**src/rtl/rtc_time_counter.sv**
```systemverilog
`timescale 1ns/1ps
`default_nettype none
// ============================================================================
// Module      : rtc_time_counter
// Description : HH:MM:SS counter driven by edges of the divider's slow toggle,
//               with a settable time and an optional alarm (RTC_ALARM_EN).
// Revision    : 1.0 - initial release
// ============================================================================
module rtc_time_counter #(
    parameter int EDGES_PER_SEC = 5,
    parameter int HOUR_MAX      = 23
) (
    input  logic       clk,
    input  logic       rst_n,
    input  logic       tick_in,
    input  logic       run,
    input  logic       load_valid,
    output logic       load_ready,
    input  logic [4:0] load_hour,
    input  logic [5:0] load_min,
    input  logic [5:0] load_sec,
    output logic       load_err,
    output logic [4:0] hour,
    output logic [5:0] min,
    output logic [5:0] sec,
    output logic       sec_pulse
`ifdef RTC_ALARM_EN
    ,
    input  logic       alarm_on,
    input  logic [4:0] alarm_hour,
    input  logic [5:0] alarm_min,
    output logic       alarm_hit
`endif
);

    localparam int         c_CNT_W     = (EDGES_PER_SEC > 1) ? $clog2(EDGES_PER_SEC) : 1;
    localparam logic [c_CNT_W-1:0] c_EDGE_LAST = c_CNT_W'(EDGES_PER_SEC - 1);
    localparam logic [4:0] c_HOUR_MAX  = 5'(HOUR_MAX);
    localparam logic [5:0] c_MS_MAX    = 6'd59;

    typedef enum logic [1:0] {
        ST_STOP = 2'd0,
        ST_RUN  = 2'd1,
        ST_LOAD = 2'd2
    } state_t;

    state_t             r_state;
    logic               r_tick_q;
    logic [c_CNT_W-1:0] r_edge_cnt;
    logic [4:0]         r_hour;
    logic [5:0]         r_min;
    logic [5:0]         r_sec;
    logic               r_sec_pulse;
    logic               r_load_err;
    logic               r_load_ready;

    logic               w_rise;
    logic               w_accept;
    logic               w_load_ok;
    logic               w_count;
    logic               w_sec_evt;
    logic [4:0]         w_hour_nxt;
    logic [5:0]         w_min_nxt;
    logic [5:0]         w_sec_nxt;

    always_comb begin
        w_rise     = tick_in & ~r_tick_q;
        w_accept   = load_valid & r_load_ready;
        w_load_ok  = (load_hour <= c_HOUR_MAX) && (load_min <= c_MS_MAX) && (load_sec <= c_MS_MAX);
        // A load in the same cycle takes precedence over any rise.
        w_count    = (r_state == ST_RUN) && w_rise && !w_accept;
        w_sec_evt  = w_count && (r_edge_cnt == c_EDGE_LAST);
        w_sec_nxt  = (r_sec == c_MS_MAX) ? 6'd0 : r_sec + 6'd1;
        w_min_nxt  = r_min;
        w_hour_nxt = r_hour;
        if (r_sec == c_MS_MAX) begin
            w_min_nxt = (r_min == c_MS_MAX) ? 6'd0 : r_min + 6'd1;
            if (r_min == c_MS_MAX) begin
                w_hour_nxt = (r_hour == c_HOUR_MAX) ? 5'd0 : r_hour + 5'd1;
            end
        end
    end

    always_ff @(posedge clk) begin
        if (!rst_n) begin
            r_state      <= ST_STOP;
            r_tick_q     <= 1'b0;
            r_edge_cnt   <= '0;
            r_hour       <= 5'd0;
            r_min        <= 6'd0;
            r_sec        <= 6'd0;
            r_sec_pulse  <= 1'b0;
            r_load_err   <= 1'b0;
            r_load_ready <= 1'b0;
        end else begin
            r_tick_q     <= tick_in;
            r_sec_pulse  <= 1'b0;
            r_load_err   <= 1'b0;
            r_load_ready <= !w_accept;

            case (r_state)
                ST_STOP: begin
                    if (w_accept)  r_state <= ST_LOAD;
                    else if (run)  r_state <= ST_RUN;
                end
                ST_RUN: begin
                    if (w_accept)  r_state <= ST_LOAD;
                    else if (!run) r_state <= ST_STOP;
                end
                ST_LOAD: r_state <= run ? ST_RUN : ST_STOP;
                default: r_state <= ST_STOP;
            endcase

            if (w_accept) begin
                if (w_load_ok) begin
                    r_hour     <= load_hour;
                    r_min      <= load_min;
                    r_sec      <= load_sec;
                    r_edge_cnt <= '0;
                end else begin
                    r_load_err <= 1'b1;
                end
            end else if (w_count) begin
                if (w_sec_evt) begin
                    r_edge_cnt  <= '0;
                    r_sec_pulse <= 1'b1;
                    r_hour      <= w_hour_nxt;
                    r_min       <= w_min_nxt;
                    r_sec       <= w_sec_nxt;
                end else begin
                    r_edge_cnt  <= r_edge_cnt + 1'b1;
                end
            end
        end
    end

`ifdef RTC_ALARM_EN
    logic r_alarm_hit;

    always_ff @(posedge clk) begin
        if (!rst_n) begin
            r_alarm_hit <= 1'b0;
        end else begin
            r_alarm_hit <= w_sec_evt && alarm_on && (w_hour_nxt == alarm_hour) &&
                           (w_min_nxt == alarm_min) && (w_sec_nxt == 6'd0);
        end
    end

    assign alarm_hit = r_alarm_hit;
`endif

    assign load_ready = r_load_ready;
    assign load_err   = r_load_err;
    assign hour       = r_hour;
    assign min        = r_min;
    assign sec        = r_sec;
    assign sec_pulse  = r_sec_pulse;

endmodule
`default_nettype wire

```
**config.mk**
```make
export PLATFORM = sky130hd
export DESIGN_NAME = rtc_time_counter
export DESIGN_NICKNAME = d
export VERILOG_FILES = /design/src/rtl/rtc_time_counter.sv
export SDC_FILE = /design/constraint.sdc
export NUM_CORES = 1
export LEC_CHECK = 0
export CORE_MARGIN = 5
export CORE_UTILIZATION = 40
export CTS_CLUSTER_SIZE = 30
export DETAILED_ROUTE_END_ITERATION = 8
export PLACE_DENSITY = 0.67
export SLEW_MARGIN = 20
export SYNTH_ARGS = -nofsm -noshare
export SYNTH_HDL_FRONTEND = slang
export SYNTH_SLANG_ARGS = --single-unit
```
**constraint.sdc**
```tcl
create_clock -name clk -period 3.11 [get_ports clk]
set_clock_uncertainty 0.15 [all_clocks]
set_input_delay 0.622 -clock clk [delete_from_list [all_inputs] [get_ports clk]]
set_output_delay 0.622 -clock clk [all_outputs]
set_load 0.1 [all_outputs]
```
== After elaboration in Yosys (flattened, before gate mapping) ==
Index checks and enable logic that the tools add are counted.
Cells by class
  add/sub/neg operators: 4
  order comparisons: 3
  equal/unequal tests: 9
  multiplexer cells: 30
  bitwise operators: 5
  reduce and logical (&&, ||, !) cells: 18
Operators by type and width (number)
  $mux W6: 11
  $mux W5: 7
  $add A6 B1 Y6 const B: 2
  $eq A6 B6 Y1 const B: 2
  $le A6 B6 Y1 const B: 2
  $mux W3: 4
  $mux W2: 4
  $reduce_bool A2 Y1: 4
  $ne A3 B3 Y1 const B: 2
  $pmux W2 S3: 1
  $reduce_and A2 Y1: 3
  $add A5 B1 Y5 const B: 1
  $eq A5 B5 Y1 const B: 1
  $le A5 B5 Y1 const B: 1
  $logic_and A1 B1 Y1: 5
  $reduce_and A5 Y1: 1
  $reduce_and A4 Y1: 1
  $add A3 B1 Y3 const B: 1
  $eq A3 B3 Y1 const B: 1
  $mux W1: 3
  $not A1 Y1: 3
  $reduce_and A3 Y1: 1
  $reduce_or A3 Y1: 1
  $and A1 B1 Y1: 2
  other kinds (5): 5
Word-level totals
  bits in registers: 26

== Depth between registers and ports, before layout ==
Gate-level depths: netlist of the first run.
  depth after elaboration: 8
  depth in mapped cells: 7
  mapped depth without buffers: 6

== Worst setup path after synthesis of the first run ==
Ideal clock, no wire load.
  path type: reg-to-reg
  start point: register r_sec[1] (netlist: sec[1])
  end point: register r_sec[5] (netlist: sec[5])
  setup time: 0.123 ns
  arrival: 2.286 ns
  data required time: 2.837 ns
  path slack: 0.551 ns
  stages on the path, launching flop included: 7
  clock period less this slack: 2.559 ns
  path through: dfxtp_1 ha_1 nor2b_1 nand4_1 and2_1 a221oi_1 nor2_1
Between the ends
  longest elaborated chain between the ends: 5
  elaborated cells between the ends (all ways): 6
Ends and longest elaborated chain
  from (decl): RTL line 52  | logic [5:0] r_sec;
  from (signal assigned): RTL line 118  | r_sec <= load_sec;
  from (signal assigned): RTL line 129  | r_sec <= w_sec_nxt;
  $add A6 B1 Y6 / $eq A6 B6 Y1 (equally long branches): RTL line 73  | w_sec_nxt = (r_sec == c_MS_MAX) ? 6'd0 : r_sec + 6'd1;
  $mux W6 (*): RTL line 73
  $mux W6 (*): RTL line 124  | if (w_sec_evt) begin
  $mux W6 (*): RTL line 123  | end else if (w_count) begin
  $mux W6 (*): RTL line 114  | if (w_accept) begin
Mark *: on every way between the ends. The rest lies on a longest branch, timed or not. The select of a mux whose other input is x is not followed.
A chain may end at the register's enable or synchronous reset.

== Final worst setup path of the first run ==
  start point: input tick_in
  end point: register r_hour[0] (netlist: hour[0])
Between the ends
  longest elaborated chain between the ends: 6
  elaborated cells between the ends (all ways): 7
Ends and longest elaborated chain
  from (decl): RTL line 15  | input logic tick_in,
  $and A1 B1 Y1 (*): RTL line 67  | w_rise = tick_in & ~r_tick_q;
  $logic_and A1 B1 Y1 (*) (2 in a row): RTL line 71  | w_count = (r_state == ST_RUN) && w_rise && !w_accept;
  $logic_and A1 B1 Y1: RTL line 72  | w_sec_evt = w_count && (r_edge_cnt == c_EDGE_LAST);
  $reduce_bool A2 Y1 (no source line)
  $reduce_and A5 Y1 (no source line) (*)
  to (signal assigned): RTL line 116  | r_hour <= load_hour;
  to (signal assigned): RTL line 127  | r_hour <= w_hour_nxt;
  to (decl): RTL line 50  | logic [4:0] r_hour;
Mark *: on every way between the ends. The rest lies on a longest branch, timed or not.

==> run_summary.xml, run 1 <==
<?xml version="1.0" encoding="UTF-8"?>
<metrics>
  <group name="status">
    <metric name="status" unit="">completed</metric>
  </group>
  <group name="floorplan">
    <metric name="floorplan.io_pins" unit="">42</metric>
    <metric name="die_area" unit="um2">4870</metric>
    <metric name="die_height" unit="um">69.8</metric>
    <metric name="die_width" unit="um">69.8</metric>
    <metric name="core_area" unit="um2">3390</metric>
    <metric name="starting_density" unit="">0.422</metric>
    <metric name="std_cell_rows" unit="">21</metric>
  </group>
  <group name="logic_synthesis">
    <metric name="sequential_to_total_area_share_from_yosys_stat" unit="">0.364</metric>
    <metric name="synthesis.area_per_instance" unit="um2">8.04</metric>
    <metric name="synthMostInstantiatedCell" unit="">sky130_fd_sc_hd__nand2_1</metric>
    <metric name="yosys-top-cells-area" unit="">sky130_fd_sc_hd__dfxtp_1, sky130_fd_sc_hd__nand2_1, sky130_fd_sc_hd__a21oi_1</metric>
    <metric name="synth_top_area_frac" unit="">0.364</metric>
    <metric name="yosys_warnings" unit="">0</metric>
    <metric name="synth_cell_types" unit="">40</metric>
    <metric name="synthArstFlopShare" unit="">0</metric>
    <metric name="synth_edf_count" unit="">0</metric>
    <metric name="synth_fp_nets" unit="">205</metric>
    <metric name="synth-main-ff-cell" unit="">sky130_fd_sc_hd__dfxtp_1</metric>
    <metric name="yosys-top-cells-count" unit="">sky130_fd_sc_hd__nand2_1, sky130_fd_sc_hd__dfxtp_1, sky130_fd_sc_hd__nor2_1, sky130_fd_sc_hd__a21oi_1, sky130_fd_sc_hd__nand3_1</metric>
    <metric name="synth.ff_latch_count" unit="">26</metric>
    <metric name="synth_top_area_cell" unit="">sky130_fd_sc_hd__dfxtp_1</metric>
    <metric name="synth_area" unit="um2">1430</metric>
    <metric name="syn-instance-count" unit="">178</metric>
  </group>
  <group name="pwr">
    <metric name="cell_leakage_power" unit="uW">0.000697</metric>
    <metric name="vdd_drop_max" unit="mV">0.198</metric>
    <metric name="p_total" unit="uW">703</metric>
    <metric name="power.density_cell_area" unit="nW/um2">379</metric>
  </group>
  <group name="grt">
    <metric name="antenna_found_initial" unit="">0</metric>
    <metric name="grt_pass1_vias" unit="">1376</metric>
    <metric name="grt_pass1_wl" unit="mm">6.24</metric>
    <metric name="pin_count_of_the_biggest_net_entering_global_routing" unit="">24</metric>
    <metric name="globalRouteTotalUtil" unit="">0.154</metric>
    <metric name="overflow" unit="">0</metric>
  </group>
  <group name="setup_path">
    <metric name="slowest_delay" unit="ns">0.48</metric>
    <metric name="highest_net_fanout_along_the_worst_path" unit="">15</metric>
    <metric name="worst-endpoint-required" unit="ns">3.21</metric>
    <metric name="critPathKind" unit="">in2reg</metric>
    <metric name="end_kind" unit="">flop</metric>
    <metric name="critPathLaunch" unit="">tick_in</metric>
    <metric name="timing.critical_path.arrival" unit="ns">2.27</metric>
    <metric name="critical_path.reg2reg.startpoint" unit="">sec[1]</metric>
    <metric name="crit_path_top_delay_cell" unit="">sky130_fd_sc_hd__clkdlybuf4s50_1</metric>
    <metric name="path_cells" unit="">clkdlybuf4s50_1 -&gt; and4bb_4 -&gt; nand4_4 -&gt; o21ai_4 -&gt; a21oi_1 -&gt; a311oi_1</metric>
    <metric name="worst_setup_path_start_kind" unit="">input pin</metric>
  </group>
  <group name="clock_tree">
    <metric name="buffers_inserted_during_post_cts_setup_optimization" unit="">0</metric>
    <metric name="cts_sinks" unit="">26</metric>
    <metric name="clkTransAtPathRegs" unit="ns">0.14</metric>
    <metric name="cts_resized" unit="">0</metric>
    <metric name="clk_latency" unit="ns">0.33</metric>
    <metric name="cts-hold-fix-buffers" unit="">0</metric>
    <metric name="cts-root-to-sink-buffers" unit="">2</metric>
    <metric name="cts_inserted_buffers" unit="">3</metric>
    <metric name="root_buffer_cell" unit="">sky130_fd_sc_hd__clkbuf_4</metric>
    <metric name="cts_htree_levels" unit="">1</metric>
    <metric name="cts_tree" unit="">yes</metric>
  </group>
  <group name="detailed_routing">
    <metric name="wl" unit="mm">3.78</metric>
    <metric name="drt-initial-drc-count" unit="">75</metric>
    <metric name="drt-wirelength-per-cell" unit="um">14.4</metric>
    <metric name="remaining_drc_errors" unit="">0</metric>
    <metric name="drt-pass1-iter-count" unit="">4</metric>
    <metric name="vias_per_cell" unit="">5.36</metric>
    <metric name="route.antenna.remaining_nets" unit="">0</metric>
    <metric name="route.vias.total" unit="">1410</metric>
  </group>
  <group name="run">
    <metric name="timing.max_cap.violations" unit="">0</metric>
  </group>
  <group name="final_layout">
    <metric name="drive_above_1_share" unit="">0.147</metric>
    <metric name="synthToLayoutAreaGrowth" unit="%">29.5</metric>
    <metric name="layout.nets" unit="">245</metric>
    <metric name="antenna_cells" unit="">0</metric>
  </group>
  <group name="sta">
    <metric name="fmax" unit="MHz">460</metric>
    <metric name="slew-limit-headroom" unit="">0.631</metric>
    <metric name="finalMaxSlewViolations" unit="">0</metric>
    <metric name="fin_tns_setup" unit="ns">0</metric>
    <metric name="fin_crit_sh" unit="">0.699</metric>
    <metric name="final_hold_viol_count" unit="">0</metric>
    <metric name="finalSetupViolations" unit="">0</metric>
    <metric name="period_needed" unit="ns">2.17</metric>
    <metric name="worst_slew_pin_slew" unit="ns">0.550</metric>
    <metric name="grt_setup_unrepaired" unit="">no</metric>
  </group>
  <group name="placed_design">
    <metric name="io_buffer_count" unit="">41</metric>
    <metric name="routabilityCongestion" unit="">0.846</metric>
    <metric name="dpl.hpwl" unit="mm">2.85</metric>
  </group>
  <group name="min_path">
    <metric name="min-delay-start" unit="">r_state[1]</metric>
    <metric name="holdCritPathClass" unit="">reg2reg</metric>
  </group>
</metrics>
-- cell type report --
class	instances	area, um2
Sequential cell	26	520
Clock buffer	4	36.3
Timing Repair Buffer	44	383
Multi-Input combinational cell	139	841
Inverter	4	15.0
Tap cell	46	57.6
Fill cell	311	1540
-- per-layer routing --
metal	wire [um]	track usage	vias to the layer above
li1	-	-	718
met1	1680	0.188	635
met2	1780	0.262	50
met3	259	0.0348	7
met4	51	0.0574	0
met5	0	0	-
-- stage by stage --
| step | cell area [um2] | util | worst slack, ns | hold WS (ns) | std cells |
|---|---|---|---|---|---|
| after detailed placement | 1820 | 0.536 | 0.577 | 0.296 | 259 |
| after global placement | 1820 | 0.536 | 0.633 | 0.285 | 259 |
| after global routing | 1850 | 0.547 | 0.839 | 0.356 | 263 |
| after floorplan | 1430 | - | 0.551 | 0.272 | 178 |
| after CTS | 1850 | 0.547 | 0.937 | 0.323 | 263 |
| final | 1850 | 0.547 | 0.935 | 0.320 | 263 |
-- power breakdown --
part	leakage, uW	switching (uW)	internal (uW)
Sequential	0.000212	11.7	345
Clock	0.0000210	104	71.8
Combinational	0.000464	113	57.9
Total	0.000697	228	475
-- state kept, by name, indices dropped and copies added, names as in the netlist --
register and cells:
r_edge_cnt 3, hour 5, sec_pulse 1, sec 6, r_tick_q 1, load_err 1, load_ready 1, r_state 2
min 6
-- critical path: cells and delay by family --
family          cells  cell delay [ns]
compound gates      3             0.76
buf+inv             1             0.48
simple gates        2             0.41
-- placed cells by master (no fill, tap or decap) --
master	count
sky130_fd_sc_hd__nand2_1	32
sky130_fd_sc_hd__dfxtp_1	26
sky130_fd_sc_hd__buf_4	23
sky130_fd_sc_hd__clkdlybuf4s50_1	21
sky130_fd_sc_hd__nor2_1	16
sky130_fd_sc_hd__nand3_1	13
sky130_fd_sc_hd__a21oi_1	13
sky130_fd_sc_hd__o21ai_0	12
sky130_fd_sc_hd__ha_1	5
sky130_fd_sc_hd__inv_1	4
sky130_fd_sc_hd__and2_1	4
sky130_fd_sc_hd__xnor2_1	4
sky130_fd_sc_hd__o31ai_1	4
sky130_fd_sc_hd__o211ai_1	4
sky130_fd_sc_hd__a311oi_1	4
sky130_fd_sc_hd__nand4_1	3
sky130_fd_sc_hd__a221oi_1	3
sky130_fd_sc_hd__clkbuf_4	3
sky130_fd_sc_hd__xor2_1	2
sky130_fd_sc_hd__nand4_2	1
sky130_fd_sc_hd__and4bb_4	1
sky130_fd_sc_hd__nand4_4	1
sky130_fd_sc_hd__a21boi_0	1
sky130_fd_sc_hd__nand2b_1	1
sky130_fd_sc_hd__o21ai_1	1
sky130_fd_sc_hd__nor2b_1	1
sky130_fd_sc_hd__o21ai_4	1
sky130_fd_sc_hd__nand4b_1	1
sky130_fd_sc_hd__o2111ai_1	1
sky130_fd_sc_hd__o21a_1	1
sky130_fd_sc_hd__or2_2	1
sky130_fd_sc_hd__a31oi_1	1
sky130_fd_sc_hd__nor3b_1	1
sky130_fd_sc_hd__mux2i_1	1
sky130_fd_sc_hd__a22o_1	1
sky130_fd_sc_hd__a2bb2oi_1	1
sky130_fd_sc_hd__a21o_1	1
sky130_fd_sc_hd__a211oi_1	1
sky130_fd_sc_hd__o2111a_1	1
sky130_fd_sc_hd__clkbuf_8	1
-- worst paths after layout --
path	slack (ns)	endpoint	depth (start not counted)
setup / recovery	0.94	hour[0]	6
hold / removal	0.32	r_state[1]	1
setup reg to reg	1.00	hour[0]	6
hold reg to reg	0.32	r_state[1]	1
-- kinds of logic (layout without fill, tap and decap cells) --
logic type      Yosys count  count (layout)  share of synthesized area
simple gates             76              76                      0.261
compound gates           51              51                      0.239
flops                    26              26                      0.364
buf+inv                  13              52                     0.0489
xor+xnor                  6               6                     0.0367
fa+ha+maj                 5               5                     0.0437
mux                       1               1                    0.00699
No activity file was read; power rests on OpenSTA's default activity.
==> run 2, diff against run 1 <==
==> constraint.sdc (replaced) <==
create_clock -name clk -period 2.2 [get_ports clk]
set_clock_uncertainty 0.15 [all_clocks]
set_input_delay 0.44 -clock clk [delete_from_list [all_inputs] [get_ports clk]]
set_output_delay 0.44 -clock clk [all_outputs]
set_load 0.1 [all_outputs]
==> run 2 against run 1 <==
Compared with the run above:
- clock power rose by 41%
- via count grew 4.8%
- core utilization increased by 2.8 points
- largest power group unchanged
==> run_summary.xml, run 2 (synthesis results as in run 1) <==
<?xml version="1.0" encoding="UTF-8"?>
<metrics>
  <group name="clock_tree">
    <metric name="cts-root-to-sink-buffers" unit="">2</metric>
    <metric name="root_buffer_cell" unit="">sky130_fd_sc_hd__clkbuf_4</metric>
    <metric name="clk_latency" unit="ns">0.33</metric>
    <metric name="cts_inserted_buffers" unit="">3</metric>
    <metric name="cts_tree" unit="">yes</metric>
    <metric name="cts_sinks" unit="">26</metric>
    <metric name="clkTransAtPathRegs" unit="ns">0.14</metric>
    <metric name="cts-hold-fix-buffers" unit="">0</metric>
    <metric name="cts_htree_levels" unit="">1</metric>
  </group>
  <group name="placed_design">
    <metric name="io_buffer_count" unit="">41</metric>
    <metric name="dpl.hpwl" unit="mm">3.06</metric>
    <metric name="routabilityCongestion" unit="">0.895</metric>
  </group>
  <group name="pwr">
    <metric name="power.density_cell_area" unit="nW/um2">517</metric>
    <metric name="vdd_drop_max" unit="mV">0.204</metric>
    <metric name="cell_leakage_power" unit="uW">0.000743</metric>
    <metric name="p_total" unit="uW">1010</metric>
  </group>
  <group name="setup_path">
    <metric name="worst_path_dominant_cell_family" unit="">simple AND/OR/NAND/NOR gates</metric>
    <metric name="slowest_delay" unit="ns">0.49</metric>
    <metric name="worst_setup_path_start_kind" unit="">input pin</metric>
    <metric name="highest_net_fanout_along_the_worst_path" unit="">5</metric>
    <metric name="path_cells" unit="">clkdlybuf4s50_1 -&gt; and4bb_4 -&gt; nand4_4 -&gt; buf_4 -&gt; nand2_1 -&gt; nor2_1 -&gt; a311oi_1</metric>
    <metric name="timing.critical_path.arrival" unit="ns">2.01</metric>
    <metric name="end_kind" unit="">flop</metric>
    <metric name="worst-endpoint-required" unit="ns">2.30</metric>
    <metric name="worstPathBufferInverterCount" unit="">2</metric>
    <metric name="critPathKind" unit="">in2reg</metric>
    <metric name="crit_path_top_delay_cell" unit="">sky130_fd_sc_hd__clkdlybuf4s50_1</metric>
  </group>
  <group name="floorplan">
    <metric name="std_cell_rows" unit="">21</metric>
    <metric name="die_width" unit="um">69.8</metric>
    <metric name="starting_density" unit="">0.422</metric>
    <metric name="core_area" unit="um2">3390</metric>
    <metric name="die_height" unit="um">69.8</metric>
    <metric name="die_area" unit="um2">4870</metric>
    <metric name="floorplan.io_pins" unit="">42</metric>
  </group>
  <group name="grt">
    <metric name="grt_pass1_vias" unit="">1422</metric>
    <metric name="overflow" unit="">0</metric>
    <metric name="antenna_found_initial" unit="">0</metric>
    <metric name="globalRouteTotalUtil" unit="">0.168</metric>
    <metric name="grt_pass1_wl" unit="mm">6.80</metric>
    <metric name="pin_count_of_the_biggest_net_entering_global_routing" unit="">24</metric>
  </group>
  <group name="final_layout">
    <metric name="synthToLayoutAreaGrowth" unit="%">36.0</metric>
    <metric name="antenna_cells" unit="">0</metric>
    <metric name="final_common_cell" unit="">sky130_fd_sc_hd__nand2_1</metric>
    <metric name="drive_above_1_share" unit="">0.226</metric>
    <metric name="postLayoutCoreUtil" unit="">0.574</metric>
    <metric name="num-fill-cells" unit="">324</metric>
    <metric name="most-common-layout-cells" unit="">sky130_fd_sc_hd__nand2_1, sky130_fd_sc_hd__buf_4, sky130_fd_sc_hd__clkdlybuf4s50_1</metric>
    <metric name="layout.nets" unit="">254</metric>
  </group>
  <group name="sta">
    <metric name="final_hold_viol_count" unit="">0</metric>
    <metric name="fin_tns_setup" unit="ns">0</metric>
    <metric name="fin_worst_hold_slack" unit="ns">0.336</metric>
    <metric name="worst_slew_pin_slew" unit="ns">0.539</metric>
    <metric name="finalSetupViolations" unit="">0</metric>
    <metric name="finalMaxSlewViolations" unit="">0</metric>
    <metric name="grt_setup_unrepaired" unit="">no</metric>
    <metric name="fmax" unit="MHz">522</metric>
    <metric name="slew-limit-headroom" unit="">0.638</metric>
    <metric name="period_needed" unit="ns">1.92</metric>
    <metric name="fin_crit_sh" unit="">0.871</metric>
  </group>
  <group name="status">
    <metric name="status" unit="">completed</metric>
  </group>
  <group name="detailed_routing">
    <metric name="route.antenna.remaining_nets" unit="">0</metric>
    <metric name="drt-pass1-iter-count" unit="">5</metric>
    <metric name="vias_per_cell" unit="">5.43</metric>
    <metric name="drt-wirelength-per-cell" unit="um">14.8</metric>
    <metric name="remaining_drc_errors" unit="">0</metric>
    <metric name="route.vias.total" unit="">1477</metric>
    <metric name="wl" unit="mm">4.03</metric>
    <metric name="drt-initial-drc-count" unit="">107</metric>
  </group>
  <group name="run">
    <metric name="timing.max_cap.violations" unit="">0</metric>
  </group>
  <group name="min_path">
    <metric name="holdCritPathClass" unit="">reg2reg</metric>
  </group>
</metrics>
## run 2: cell types whose count changed in the layout (fill, tap and decap cells not counted)
cell and change:
sky130_fd_sc_hd__dfxtp_1 -10, sky130_fd_sc_hd__buf_12 +1, sky130_fd_sc_hd__buf_4 +7, sky130_fd_sc_hd__o21ai_2 +1, sky130_fd_sc_hd__dfxtp_2 +10
## run 2: layout make-up
type | instances | area (um2) | area share
Inverter | 4 | 15.0 | 0.00771
Sequential cell | 26 | 533 | 0.274
Multi-Input combinational cell | 140 | 850 | 0.436
Timing Repair Buffer | 52 | 455 | 0.234
Clock buffer | 4 | 36.3 | 0.0186
Tap cell | 46 | 57.6 | 0.0296
## run 2: final timing paths
| path | startpoint | endpoint | slack (ns) | cells past startpoint |
|---|---|---|---|---|
| hold reg to reg | r_state[1] | r_state[1] | 0.34 | 1 |
| setup / recovery | tick_in | sec[1] | 0.28 | 7 |
| setup reg to reg | sec[0] | hour[1] | 0.31 | 7 |
| hold / removal | r_state[1] | r_state[1] | 0.34 | 1 |
## run 2: metal layers
layer  vias up  part of all wire  GRT usage
met1       683              0.44      0.217
li1        738                 -          -
met5         -                 0          0
met2        51              0.49      0.286
met4         0             0.010     0.0447
met3         5             0.061     0.0261
## run 2: power by group
part	internal (uW)	switching (uW)
sequential	489	17.2
combinational	88.5	163
clock	101	148
## run 2: stage by stage
| stage | worst slack [ns] | cells | area, um2 |
|---|---|---|---|
| 3_3_place_gp | -0.00627 | 265 | 1890 |
| 2_1_floorplan | 0.0108 | 178 | 1440 |
| 6_report | 0.283 | 272 | 1950 |
| 5_1_grt | 0.128 | 272 | 1950 |
| 4_1_cts | 0.196 | 269 | 1920 |
| 3_5_place_dp | -0.0838 | 265 | 1890 |
## run 2: repair_timing
item,in CTS,in global routing
buffers inserted,0,2
endpoints found under the setup margin,0,1
resized for setup,0,0
## run 2: worst register-to-register path, delay by kind of cell (launching register included)
kind                       cells  cell delay [ns]
DFF                            1             0.39
AOI/OAI and AO/OA              3             0.57
and+or+nand+nor                2             0.33
buffers and inverters          1             0.18
adders and majority gates      1             0.19
